$ cat config.mk
export PLATFORM = sky130hd
export DESIGN_NAME = wb_stage
export DESIGN_NICKNAME = d
export VERILOG_FILES = /design/src/rtl/rv32i_pkg.sv /design/src/rtl/wb_stage_load_extend.sv /design/src/rtl/wb_stage.sv
export SDC_FILE = /design/constraint.sdc
export NUM_CORES = 1
export LEC_CHECK = 0
export ABC_AREA = 0
export BUFFER_PORTS_ARGS = -buffer_cell sky130_fd_sc_hd__clkbuf_2
export CAP_MARGIN = 20
export CORE_ASPECT_RATIO = 0.75
export CORE_MARGIN = 2
export CORE_UTILIZATION = 47
export CTS_CLUSTER_DIAMETER = 150
export DETAILED_ROUTE_END_ITERATION = 10
export PLACE_DENSITY = 0.84
export SYNTH_ARGS = -nofsm -noshare
export SYNTH_HDL_FRONTEND = slang
export SYNTH_SLANG_ARGS = --single-unit
$ cat constraint.sdc
create_clock -name clk -period 2.7 [get_ports clk]
set_input_delay 0 -clock clk [delete_from_list [all_inputs] [get_ports clk]]
set_output_delay 0 -clock clk [all_outputs]
set_load 0.05 [all_outputs]
$ cat src/rtl/rv32i_pkg.sv
// Shared RV32I pipeline definitions: writeback-source and load funct3
// codes, plus the MEM/WB control bundle used by the writeback stage.
package rv32i_pkg;

    localparam logic [1:0] WB_SRC_ALU = 2'b00;
    localparam logic [1:0] WB_SRC_MEM = 2'b01;
    localparam logic [1:0] WB_SRC_PC4 = 2'b10;

    localparam logic [2:0] LD_B  = 3'b000;
    localparam logic [2:0] LD_H  = 3'b001;
    localparam logic [2:0] LD_W  = 3'b010;
    localparam logic [2:0] LD_BU = 3'b100;
    localparam logic [2:0] LD_HU = 3'b101;

    // Width-independent part of the MEM/WB register; the XLEN-wide
    // fields (alures, pcinc, dmraw) live beside it in the stage.
    typedef struct packed {
        logic       valid;
        logic       ruwr;
        logic [4:0] rd;
        logic [1:0] src;
        logic [2:0] dmctrl;
    } memwb_t;

endpackage

$ cat src/rtl/wb_stage_load_extend.sv
// load_extend: picks the byte/halfword at the given offset from the raw
// data-memory word and sign/zero extends it according to the load funct3.
// Ports: raw_i (raw word), off_i (byte offset), funct3_i, data_o.
module load_extend
    import rv32i_pkg::*;
#(
    parameter int XLEN = 32
) (
    input  logic [XLEN-1:0] raw_i,
    input  logic [1:0]      off_i,
    input  logic [2:0]      funct3_i,
    output logic [XLEN-1:0] data_o
);

    logic [7:0]  byte_sel;
    logic [15:0] half_sel;

    always_comb begin
        byte_sel = raw_i[7:0];
        case (off_i)
            2'd0: byte_sel = raw_i[7:0];
            2'd1: byte_sel = raw_i[15:8];
            2'd2: byte_sel = raw_i[23:16];
            2'd3: byte_sel = raw_i[31:24];
            default: byte_sel = raw_i[7:0];
        endcase
        // Only off_i[1] matters: a misaligned halfword is not trapped.
        half_sel = off_i[1] ? raw_i[31:16] : raw_i[15:0];
    end

    always_comb begin
        data_o = raw_i;
        case (funct3_i)
            LD_B:    data_o = {{(XLEN-8){byte_sel[7]}}, byte_sel};
            LD_BU:   data_o = {{(XLEN-8){1'b0}}, byte_sel};
            LD_H:    data_o = {{(XLEN-16){half_sel[15]}}, half_sel};
            LD_HU:   data_o = {{(XLEN-16){1'b0}}, half_sel};
            LD_W:    data_o = raw_i;
            default: data_o = raw_i;
        endcase
    end

endmodule

$ cat src/rtl/wb_stage.sv
// wb_stage: MEM/WB pipeline register, load extraction, writeback source
// select and register-file write port (RUWr/Rd/DataWr), plus retirement.
// Inputs: clk, rst (async high), Stall, Flush, Mem* bundle, DMDataRd.
// Outputs: RUWr, Rd, DataWr, WbValid, Retired, and InstRet (64-bit
// retired count) only when WB_INSTRET_EN is defined.
module wb_stage
    import rv32i_pkg::*;
#(
    parameter int XLEN = 32
) (
    input  logic            clk,
    input  logic            rst,
    input  logic            Stall,
    input  logic            Flush,
    input  logic            MemValid,
    input  logic            MemRUWr,
    input  logic [4:0]      MemRd,
    input  logic [1:0]      MemRUDataWrSrc,
    input  logic [XLEN-1:0] MemALURes,
    input  logic [XLEN-1:0] MemPCInc,
    input  logic [2:0]      MemDMCtrl,
    input  logic [XLEN-1:0] DMDataRd,
    output logic            RUWr,
    output logic [4:0]      Rd,
    output logic [XLEN-1:0] DataWr,
    output logic            WbValid,
`ifdef WB_INSTRET_EN
    output logic [63:0]     InstRet,
`endif
    output logic            Retired
);

    memwb_t          ctrl_q, ctrl_d;
    logic [XLEN-1:0] alures_q, alures_d;
    logic [XLEN-1:0] pcinc_q, pcinc_d;
    logic [XLEN-1:0] dmraw_q, dmraw_d;
    logic [XLEN-1:0] ld_data;

    // Flush still loads the payload; only valid is forced low.
    always_comb begin
        ctrl_d   = ctrl_q;
        alures_d = alures_q;
        pcinc_d  = pcinc_q;
        dmraw_d  = dmraw_q;
        if (Flush || !Stall) begin
            ctrl_d.valid  = MemValid & ~Flush;
            ctrl_d.ruwr   = MemRUWr;
            ctrl_d.rd     = MemRd;
            ctrl_d.src    = MemRUDataWrSrc;
            ctrl_d.dmctrl = MemDMCtrl;
            alures_d      = MemALURes;
            pcinc_d       = MemPCInc;
            dmraw_d       = DMDataRd;
        end
    end

    always_ff @(posedge clk or posedge rst) begin
        if (rst) begin
            ctrl_q   <= '0;
            alures_q <= '0;
            pcinc_q  <= '0;
            dmraw_q  <= '0;
        end else begin
            ctrl_q   <= ctrl_d;
            alures_q <= alures_d;
            pcinc_q  <= pcinc_d;
            dmraw_q  <= dmraw_d;
        end
    end

    load_extend #(.XLEN(XLEN)) u_ld (
        .raw_i    (dmraw_q),
        .off_i    (alures_q[1:0]),
        .funct3_i (ctrl_q.dmctrl),
        .data_o   (ld_data)
    );

    always_comb begin
        DataWr = alures_q;
        case (ctrl_q.src)
            WB_SRC_MEM: DataWr = ld_data;
            WB_SRC_PC4: DataWr = pcinc_q;
            default:    DataWr = alures_q;
        endcase
    end

    assign RUWr    = ctrl_q.valid & ctrl_q.ruwr & (ctrl_q.rd != 5'd0);
    assign Rd      = ctrl_q.rd;
    assign WbValid = ctrl_q.valid;
    // The WB instruction leaves on any edge that is not a pure stall.
    assign Retired = ctrl_q.valid & (~Stall | Flush);

`ifdef WB_INSTRET_EN
    logic [63:0] instret_q, instret_d;

    assign instret_d = instret_q + 64'(Retired);

    always_ff @(posedge clk or posedge rst) begin
        if (rst) begin
            instret_q <= '0;
        end else begin
            instret_q <= instret_d;
        end
    end

    assign InstRet = instret_q;
`endif

endmodule

# Word level (Yosys, flattened, before mapping)
# Index checks and enable logic that the tools add are counted.
[op_classes]
bitwise_logic = 7
add_sub_neg = 0
reduce_logical = 5
mux = 4
n_lt_le_gt_ge = 0
eq_ne = 8
div_mod_pow = 0
mul = 0
shift = 0
[ops]
columns = ["cell", "count"]
rows = [
  ["one-hot mux 32 bit (4 select lines)", 1],
  ["one-hot mux 32 bit (2 select lines)", 1],
  ["one-hot mux 8 bit (4 select lines)", 1],
  ["two-way mux 16 bit", 1],
  ["== test 2 bit, second input constant", 3],
  ["== test 3 bit, second input constant", 2],
  ["nonzero test 5 bit", 1],
  ["AND 1 bit", 4],
  ["== test 2 x 1 -> 1 bit, second input constant", 2],
  ["== test 3 x 1 -> 1 bit, second input constant", 1],
  ["logical NOT 3 bit", 1],
  ["logical NOT 2 bit", 1],
  ["inverter 1 bit", 2],
  ["logical NOT 1 bit", 1],
  ["logical OR 1 bit", 1],
  ["OR 1 bit", 1],
]
[totals]
out_inout_bits = 40
latchBits = 0
input_bits = 112
romBits = 0
elab_cells = 32
n_memories = 0
mem_bits_rw = 0
regBits = 108

# Longest topological paths before layout
# Gate-level depths: netlist of the first run.
[depth]
ltp_word = 4
ltp_mapped = 8
mapped_depth_nobuf = 6

# Cells and area by module
# A second synthesis of the first run with hierarchy kept.
[unflattened]
hier_cells = 463
hier_area_um2 = 5417.7
[modules_own_cells]
columns = ["mod", "seq_area_each_um2", "instances", "cells_each", "area_per_inst_um2"]
rows = [
  ["wb_stage", 2702.6, 1, 352, 4749.6],
  ["load_extend", 0.0, 1, 111, 668.1],
]

# Least setup slack after synthesis of the first run
# No wires, ideal clock.
[synth_path]
kind = "register -> output"
from = "reg ctrl_q[3] (netlist bit)"
to = "out DataWr[9]"
slack_ns = 0.499
t_required_ns = 2.700
arrival_time_ns = 2.201
path_buffers = 1
stages_incl_launch_ff = 8
cell_sequence = "dfrtp_1 > inv_1 > ha_1 > nor2b_1 > buf_2 > o21ai_0 > o31a_1 > o221ai_1"
[synth_via]
elab_chain_cells = 2
elab_cells_between_ends = 3
cone_classes = "eq/ne (2); mux (1)"
[synth_lines]
columns = ["element", "line", "rtl"]
rows = [
  ["start: declaration", "wb_stage.sv:33", "memwb_t ctrl_q, ctrl_d;"],
  ["start signal: assignment", "wb_stage.sv:64", "ctrl_q <= ctrl_d;"],
  ["== test 2 bit / == test 2 x 1 -> 1 bit (equally long branches)", "wb_stage.sv:80", "case (ctrl_q.src)"],
  ["one-hot mux 32 bit (2 select lines) *", "wb_stage.sv:80", ""],
  ["end: declaration", "wb_stage.sv:25", "output logic [XLEN-1:0] DataWr,"],
]
# Every way passes the cells marked *; elsewhere a longest branch is shown, timed or not.

# Final worst setup path of the first run
[layout_path]
from = "reg ctrl_q[0] (netlist bit)"
to = "out DataWr[2]"
[layout_via]
elab_chain_cells = 3
elab_cells_between_ends = 6
cone_classes = "eq/ne (3); mux (2); reduce/logical (1)"
[layout_lines]
columns = ["element", "line", "rtl"]
rows = [
  ["== test 3 bit (tied with other cells)", "wb_stage_load_extend.sv:33", "case (funct3_i)"],
  ["one-hot mux 32 bit (4 select lines) *", "wb_stage_load_extend.sv:33", ""],
  ["one-hot mux 32 bit (2 select lines) *", "wb_stage.sv:80", ""],
]
# Marked as above.

==> flow_metrics.tcl, run 1 <==
set metrics [dict create \
    status "finished, final reports clean" \
    powerDensity_nw_per_um2 592 \
    synth_fp_nets 580 \
    path_delay_family "flip-flops" \
    post_cts.repair.setup_buffers 0 \
    power_w 0.00459 \
    fp.dieW_um 127 \
    synth_seq_cells 108 \
    drt_iter0_markers 314 \
    clk_pin_slew_ps 70 \
    finClkSkew_ps 0 \
    grt_max_degree 109 \
    slowest_delay_ps 600 \
    globalRouteMet3Util_pct 6.06 \
    nets 821 \
    cts_tree "yes" \
    fin_ws_ps 148 \
    dp_hpwl_um 9610 \
    cts_sinks 108 \
    maxSlewViolCount 0 \
    remaining_drc_errors 0 \
    port_buffers 151 \
    seq_area_frac_synth_pct 50.4 \
    die_area_um2 12300 \
    clk_latency_ps 340 \
    tns_ps 0 \
    cp-end-kind "primary output" \
    busiest_layer "met2" \
    post-place-ws_ps 519 \
    maxSlewHeadroom_pct 50.9 \
    fmax_mhz 392 \
    syn_area_per_cell_um2 11.5 \
    async_flop_share_pct 100 \
    hp-class "input pin to asynchronous set/reset pin" \
    antenna_left 0 \
    synth.distinct_cells 33 \
    met2_usage_pct 43.9 \
    use_met1_pct 31.0 \
    fin_crit_sh_pct 94.5 \
    fin_crit_ps 2550 \
    final_cell_mix "clkbuf_2 (141), dlygate4sd3_1 (110), dfrtp_1 (108), mux2_2 (108), nand2_1 (63)" \
    vias_per_cell 5.35 \
    wl_per_cell_um 17.4 \
    critPathSlowestCell "dfrtp_1" \
    ys_warn_count 0 \
    syn_to_final_growth_pct 44.6 \
    grt_pass1_wl_um 23700 \
    cts_buffers 9 \
    start_util_pct 48.6 \
    post-route-util_pct 70.3 \
    fin_area_um2 7750 \
    cp_data_arrival_time_ps 2550 \
    gp_congestion 0.913 \
    diodes 0 \
    root_buffer "clkbuf_16" \
    cp.depth 5 \
    grtUsageTotal_pct 25.0 \
    path_buf_inv 1 \
    die_y_um 96.5 \
    antenna_found_initial 0 \
    finalSetupViolations 0 \
    vdd_drop_max_uv 385 \
    yosys_most_used_dff "dfrtp_1" \
    cap_violations 0 \
    criticalPathCategory "flop to primary output" \
    final_layout_size_suffix_gt1_share_pct 40.9 \
    hold_violations 0 \
    grt_pass1_vias 4772 \
    coreArea_um2 11000 \
    p_leak_nw 3.52 \
    netlist_area_um2 5360 \
    num_vias 4559 \
    grt_overflow 0 \
    startpoint_type "flop" \
    dr.pass1.iters 5 \
    synth_edf_count 0 \
    worstRegToRegCells 3 \
    worstMarginPinSlew_ps 735 \
    htree_levels 3 \
    rows 33 \
    wl_um 14800 \
    placed_area_um2 6340 \
    cp.required_ps 2700 \
    pin_count 152 \
    worstPathCellList "nand2b_1 > mux2i_1 > o221ai_1 > o211ai_1 > clkbuf_2" \
    cts.path.max_buffers 2 \
    rsz0062_at_grt "no" \
    worstPathMaxFanout 14 \
    synthCells 466 \
    final_common_cell "clkbuf_2" \
]
==> area by class of cell <==
| class | count | area, um2 |
|---|---|---|
| clock buffer | 11 | 243 |
| multi-input combinational | 311 | 2440 |
| clock inverter | 5 | 58.8 |
| fill | 747 | 3280 |
| inverter | 6 | 26.3 |
| timing repair buffer | 271 | 2110 |
| sequential | 108 | 2700 |
| tap | 140 | 175 |
==> power by group <==
group / switching [W] / total, W / leakage [nW] / internal, W
Combinational: 0.000798 / 0.00139 / 2.12 / 0.000588
Sequential: 0.000116 / 0.00187 / 1.26 / 0.00175
Clock: 0.000583 / 0.00133 / 0.142 / 0.000747
==> registers in the layout (all words and copies together), names as in the netlist <==
name	count
pcinc_q	32
WbValid	1
Rd	5
ctrl_q	6
alures_q	32
dmraw_q	32
==> cells in the mapped netlist (2+ instances only) <==
cell type	instances	area, um2
ha_1	2	25.0
buf_1	3	11.3
buf_4	7	52.6
mux2_2	108	1220
nand2_1	63	236
a21oi_1	5	25.0
dfrtp_1	108	2700
o211ai_1	9	67.6
buf_2	16	80.1
nor3b_1	7	52.6
o221ai_1	12	105
nor2b_1	10	62.6
o21ai_0	18	90.1
nor2_1	30	113
a221oi_1	17	149
nand2b_1	2	12.5
clkbuf_1	14	52.6
mux2i_1	15	150
inv_1	6	22.5
==> routing by layer <==
layer  vias to the layer above  part of all wire (%)
met4                         0                   1.7
met5                         -                     0
li1                       2144                     -
met2                       172                    50
met3                        24                   6.2
met1                      2219                    42
==> worst reg2reg max path, stage by stage, from the launching register on <==
cell	delay (ps)
dfrtp_1	410
mux2i_1	140
nor2_1	60
dlygate4sd3_1	550
==> cells by family (layout without fill, tap and decap cells) <==
family	Yosys count	count (layout)	synth area share, %
mux	124	124	25.8
compound gates	68	68	9.50
simple gates	117	117	9.51
fa+ha+maj	2	2	0.467
buf+inv	47	293	4.30
flops	108	108	50.4
==> path summary, 6_finish.rpt <==
check                           slack, ps           end         start
worst min-delay path                  320       WbValid           rst
min in group clk                      430    pcinc_q[4]   MemPCInc[4]
worst min register to register        510  alures_q[11]  alures_q[11]
worst max-delay path                  150     DataWr[2]     ctrl_q[0]
worst max register to register       1430       WbValid       WbValid
max in group asynchronous            1570   dmraw_q[14]           rst
==> per-stage QoR <==
stage,cells,hold slack [ps]
2_1_floorplan,466,66.4
3_3_place_gp,726,137
3_5_place_dp,726,152
4_1_cts,852,336
5_1_grt,852,381
6_report,852,316
==> what timing repair did <==
action                                  4_1_cts  5_1_grt
gates resized for setup                       0        1
endpoints found under the setup margin        0        2
endpoints found under the hold margin       140        0
hold buffers                                110        0
(Power assumes the default switching activity.)
==> run 2: changes to the inputs <==
RECOVER_POWER = 25   (was unset)
==> run 2 against run 1 <==
  * Global-route usage did not move
  * Setup slack better by 15 ps
  * Power hardly changed
  * Wire length rose by 0.22%
  * Clock skew did not move
  * Sequential cell count unchanged
  * Register-to-register slack hardly changed
  * Combinational power hardly changed
  * Non-clock buffer count stayed put
  * Critical path type unchanged
  * Largest power group unchanged
  * Highest routed layer unchanged
==> flow_metrics.tcl, run 2 (synthesis results as in run 1) <==
set metrics [dict create \
    wl_um 14900 \
    antenna_found_initial 0 \
    hold_violations 0 \
    grt_overflow 0 \
    powerDensity_nw_per_um2 593 \
    final_cell_mix "clkbuf_2 (135), dlygate4sd3_1 (110), dfrtp_1 (108), mux2_2 (108), nand2_1 (63)" \
    hp-class "input pin to flop" \
    post-route-util_pct 70.1 \
    cp-end-kind "primary output" \
    grt_max_degree 109 \
    startpoint_type "flop" \
    cap_violations 0 \
    finClkSkew_ps 0 \
    fin_area_um2 7720 \
    nets 821 \
    wl_per_cell_um 17.4 \
    htree_levels 3 \
    fin_crit_ps 2540 \
    min_to "pcinc_q[4]" \
    fin_ws_ps 163 \
    clk_pin_slew_ps 80 \
    dr.pass1.iters 5 \
    finalSetupViolations 0 \
    pin_count 152 \
    maxSlewHeadroom_pct 3.81 \
    vdd_drop_max_uv 385 \
    min_path_cells 3 \
    maxSlewViolCount 0 \
    cts_sinks 108 \
    cts_buffers 9 \
    final_common_cell "clkbuf_2" \
    grt_pass1_wl_um 23700 \
    gp_congestion 0.913 \
    reg2reg_to "WbValid" \
    cp_data_arrival_time_ps 2540 \
    cts.path.max_buffers 2 \
    tns_ps 0 \
    largestRegisters "alures_q (32), dmraw_q (32), pcinc_q (32)" \
    fin_crit_sh_pct 94.0 \
    coreArea_um2 11000 \
    cts_tree "yes" \
    root_buffer "clkbuf_16" \
    r2r_setup_slack_ps 1420 \
    post-place-ws_ps 519 \
    holdCritStartpoint "MemPCInc[4]" \
    vias_per_cell 5.33 \
    fp.dieW_um 127 \
    worstPathMaxFanout 14 \
    die_area_um2 12300 \
    grt_pass1_vias 4772 \
    final_layout_size_suffix_gt1_share_pct 40.0 \
    drt_iter0_markers 296 \
    criticalPathCategory "flop to primary output" \
    p_leak_nw 3.50 \
    die_y_um 96.5 \
    port_buffers 151 \
    clk_latency_ps 340 \
    r2r-start "WbValid" \
    num_vias 4543 \
    remaining_drc_errors 0 \
    timing.hold.ws_ps 427 \
    cp.required_ps 2700 \
    worstMarginPinSlew_ps 1430 \
    start_util_pct 48.6 \
    dp_hpwl_um 9610 \
    antenna_left 0 \
    post_cts.repair.setup_buffers 0 \
    syn_to_final_growth_pct 44.2 \
    rows 33 \
    grtUsageTotal_pct 25.0 \
    status "finished, final reports clean" \
    worstRegToRegCells 3 \
    diodes 0 \
    fmax_mhz 394 \
    fillers 754 \
    placed_area_um2 6340 \
    rsz0062_at_grt "no" \
]
[run 2: cell types whose count changed in the layout (fill, tap and decap cells not counted)]
cell,delta
clkinvlp_2,+1
clkinvlp_4,-1
clkbuf_2,-6
buf_12,-1
buf_2,+1
clkbuf_1,+6
[run 2: power breakdown]
part | leakage (nW) | total (W) | internal, W | switching, W
logic | 2.09 | 0.00138 | 0.000584 | 0.000797
registers | 1.26 | 0.00187 | 0.00175 | 0.000117
clock network | 0.142 | 0.00133 | 0.000747 | 0.000585
total | 3.50 | 0.00458 | 0.00308 | 0.00150
[run 2: layer usage]
metal / part of all wire, % / global-route usage (%) / vias up
met5: 0 / 0 / -
met4: 1.7 / 7.97 / 0
met3: 6.0 / 6.06 / 26
met2: 50 / 43.9 / 178
met1: 42 / 31.0 / 2196
li1: - / - / 2143
[run 2: cell type report]
cell class | instances | area [um2] | share of cell area (%)
Sequential cell | 108 | 2700 | 35.0
Multi-Input combinational cell | 311 | 2440 | 31.5
Timing Repair Buffer | 271 | 2080 | 27.0
Clock buffer | 11 | 243 | 3.14
Tap cell | 140 | 175 | 2.27
Clock inverter | 5 | 58.8 | 0.761
Inverter | 6 | 23.8 | 0.308
[run 2: how the worst max path moves through the flow]
stage | slack (ps) | startpoint | to | cells past startpoint
3_5_place_dp | 520 | ctrl_q[3] | DataWr[22] | 8
3_3_place_gp | 620 | ctrl_q[3] | DataWr[17] | 8
2_1_floorplan | 500 | ctrl_q[3] | DataWr[9] | 7
5_1_grt | 4 | ctrl_q[0] | DataWr[3] | 5
4_1_cts | 140 | ctrl_q[3] | DataWr[22] | 8
6_report | 160 | ctrl_q[0] | DataWr[2] | 5
[run 2: critical path, stage by stage, from the launching register on]
cell and delay (ps):
dfrtp_1 590, nand2b_1 520, mux2i_1 410, o221ai_1 220, o211ai_1 140, clkbuf_2 310
[run 2: stage by stage]
step / total power [W] / cells
2_1_floorplan: 0.00272 / 466
3_3_place_gp: 0.00311 / 726
3_5_place_dp: 0.00315 / 726
4_1_cts: 0.00461 / 852
5_1_grt: 0.00478 / 852
6_report: 0.00458 / 852
[run 2: what timing repair did]
| action | CTS | global route |
|---|---|---|
| endpoints found under the hold margin | 140 | 0 |
| setup endpoints to repair | 0 | 2 |
| hold buffers | 110 | 0 |
| gates resized for setup | 0 | 1 |
==> run 3: changes to the inputs <==
CORE_ASPECT_RATIO = 0.6   (was 0.75)
CORE_UTILIZATION = 52   (was 47)
PLACE_DENSITY = 0.88   (was 0.84)
clock period = 2.6 ns   (was 2.7 ns; I/O delays follow)
==> run 3 against run 2 <==
  * Die area shrank 9.1%
  * Via count grew 0.64%
  * Highest routed layer unchanged
  * Sequential power grew 3%
  * Utilization grew 8.3 points
  * Combinational power grew 9%
  * Sequential cell count is the same
  * Clock skew is the same
==> flow_metrics.tcl, run 3 (synthesis results as in run 1) <==
set metrics [dict create \
    cp-end-kind "primary output" \
    cts.path.max_buffers 2 \
    port_buffers 151 \
    register_area_um2 2700 \
    vdd_drop_max_uv 368 \
    rsz0062_at_grt "no" \
    maxSlewViolCount 0 \
    post_cts.repair.setup_buffers 0 \
    drt_iter0_markers 311 \
    hp-class "input pin to flop" \
    min_path_cells 3 \
    cap_violations 0 \
    worstPathCellList "inv_1 > ha_2 > nand2_1 > o21ai_0 > a41o_1 > clkbuf_2" \
    antenna_left 0 \
    antenna_found_initial 0 \
    tns_ps 0 \
    powerDensity_nw_per_um2 625 \
    worstPathMaxFanout 33 \
    dp_hpwl_um 9620 \
    remaining_drc_errors 0 \
    grt_overflow 0 \
    diodes 0 \
    gp_congestion 0.820 \
    coreArea_um2 9950 \
    dr.pass1.iters 4 \
    cts_tree "yes" \
    fillers 624 \
    finalSetupViolations 0 \
    rows 28 \
    path_delay_family "adder cells" \
    num_vias 4572 \
    htree_levels 3 \
    multi_input_area_um2 2450 \
    cp_data_arrival_time_ps 2360 \
    maxSlewHeadroom_pct 2.93 \
    wl_per_cell_um 18.2 \
    post-place-ws_ps 479 \
    final_common_cell "clkbuf_2" \
    cp.required_ps 2600 \
    vias_per_cell 5.42 \
    final_cells 844 \
    pin_count 152 \
    p_leak_nw 3.52 \
    status "finished, final reports clean" \
    hold_violations 0 \
    fp.dieW_um 135 \
    path_buf_inv 2 \
    startpoint_type "flop" \
    fmax_mhz 424 \
    criticalPathCategory "flop to primary output" \
    largestRegisters "alures_q (32), dmraw_q (32), pcinc_q (32)" \
    grt_max_degree 109 \
    grt_pass1_wl_um 24300 \
    worstMarginPinSlew_ps 1460 \
    reg2reg_to "WbValid" \
    fin_crit_sh_pct 90.7 \
    syn_to_final_growth_pct 45.5 \
    power_w 0.00487 \
    holdCritStartpoint "Stall" \
    die_area_um2 11200 \
    final_layout_size_suffix_gt1_share_pct 40.3 \
    cts_buffers 9 \
    fin_ws_ps 243 \
    critPathSlowestCell "ha_2" \
    r2r-start "WbValid" \
    slowest_delay_ps 660 \
    r2r_setup_slack_ps 1290 \
    cts_sinks 108 \
    worstRegToRegCells 3 \
    die_y_um 82.6 \
    root_buffer "clkbuf_16" \
    finClkSkew_ps 0 \
    wl_um 15300 \
    final_cell_mix "clkbuf_2 (136), dlygate4sd3_1 (110), dfrtp_1 (108), mux2_2 (108), nand2_1 (63)" \
    grtUsageTotal_pct 28.7 \
    start_util_pct 53.8 \
    grt_pass1_vias 4899 \
    nets 819 \
    fin_crit_ps 2360 \
    clk_pin_slew_ps 70 \
    min_to "alures_q[5]" \
    dpl.cell_count 719 \
    clk_latency_ps 350 \
]
## run 3: changes by cell type in the layout (fill, tap and decap cells not counted), sizes merged
cell / delta
inv: -1
bufinv: +1
buf: +1
clkinv: -1
clkbuf: -3
## run 3: worst max path at each step
stage | from | endpoint | slack (ps) | cells after the start
final | ctrl_q[3] | DataWr[13] | 240 | 6
after global routing | ctrl_q[3] | DataWr[13] | 80 | 6
after CTS | ctrl_q[3] | DataWr[23] | 90 | 7
after detailed placement | ctrl_q[3] | DataWr[23] | 480 | 7
after global placement | ctrl_q[3] | DataWr[17] | 560 | 7
after floorplan | ctrl_q[3] | DataWr[9] | 400 | 7
## run 3: area by class of cell
type	instances	area share [%]
clock buffer	11	2.99
clock inverter	4	0.963
inverter	6	0.337
multi-input combinational	311	31.4
sequential	108	34.7
tap	135	2.17
timing repair buffer	269	27.5
## run 3: what timing repair did
item                                    in CTS  in global routing
gates resized for setup                      0                  3
endpoints found under the setup margin       0                 16
hold buffers                               110                  0
hold endpoints to repair                   216                  0
## run 3: layer usage
| layer | global-route usage (%) | wire length (um) | up-vias | part of all wire [%] |
|---|---|---|---|---|
| met5 | 0 | 0 | - | 0 |
| met4 | 9.48 | 212 | 0 | 1.4 |
| met3 | 7.02 | 1090 | 19 | 7.1 |
| met2 | 50.4 | 7630 | 174 | 50 |
| met1 | 35.7 | 6410 | 2243 | 42 |
| li1 | - | - | 2136 | - |
## run 3: worst min-delay path: stages
cell and delay, ps:
clkbuf_2 100, nor2b_4 170, mux2_2 220
## run 3: through the flow
| stage | util [%] | instance area (um2) | hold slack (ps) |
|---|---|---|---|
| after global routing | 78.3 | 7790 | 177 |
| after CTS | 78.3 | 7790 | 164 |
| after detailed placement | 64.2 | 6380 | 212 |
| after floorplan | - | 5360 | 66.4 |
| final | 78.3 | 7790 | 175 |
| after global placement | 64.2 | 6380 | 189 |
## run 3: report_power, final
part           total (W)  internal, W  leakage, nW  switching (W)
clock            0.00143     0.000840        0.142       0.000595
combinational    0.00150     0.000646         2.12       0.000855
sequential       0.00193      0.00182         1.26       0.000113
total            0.00487      0.00331         3.52        0.00156
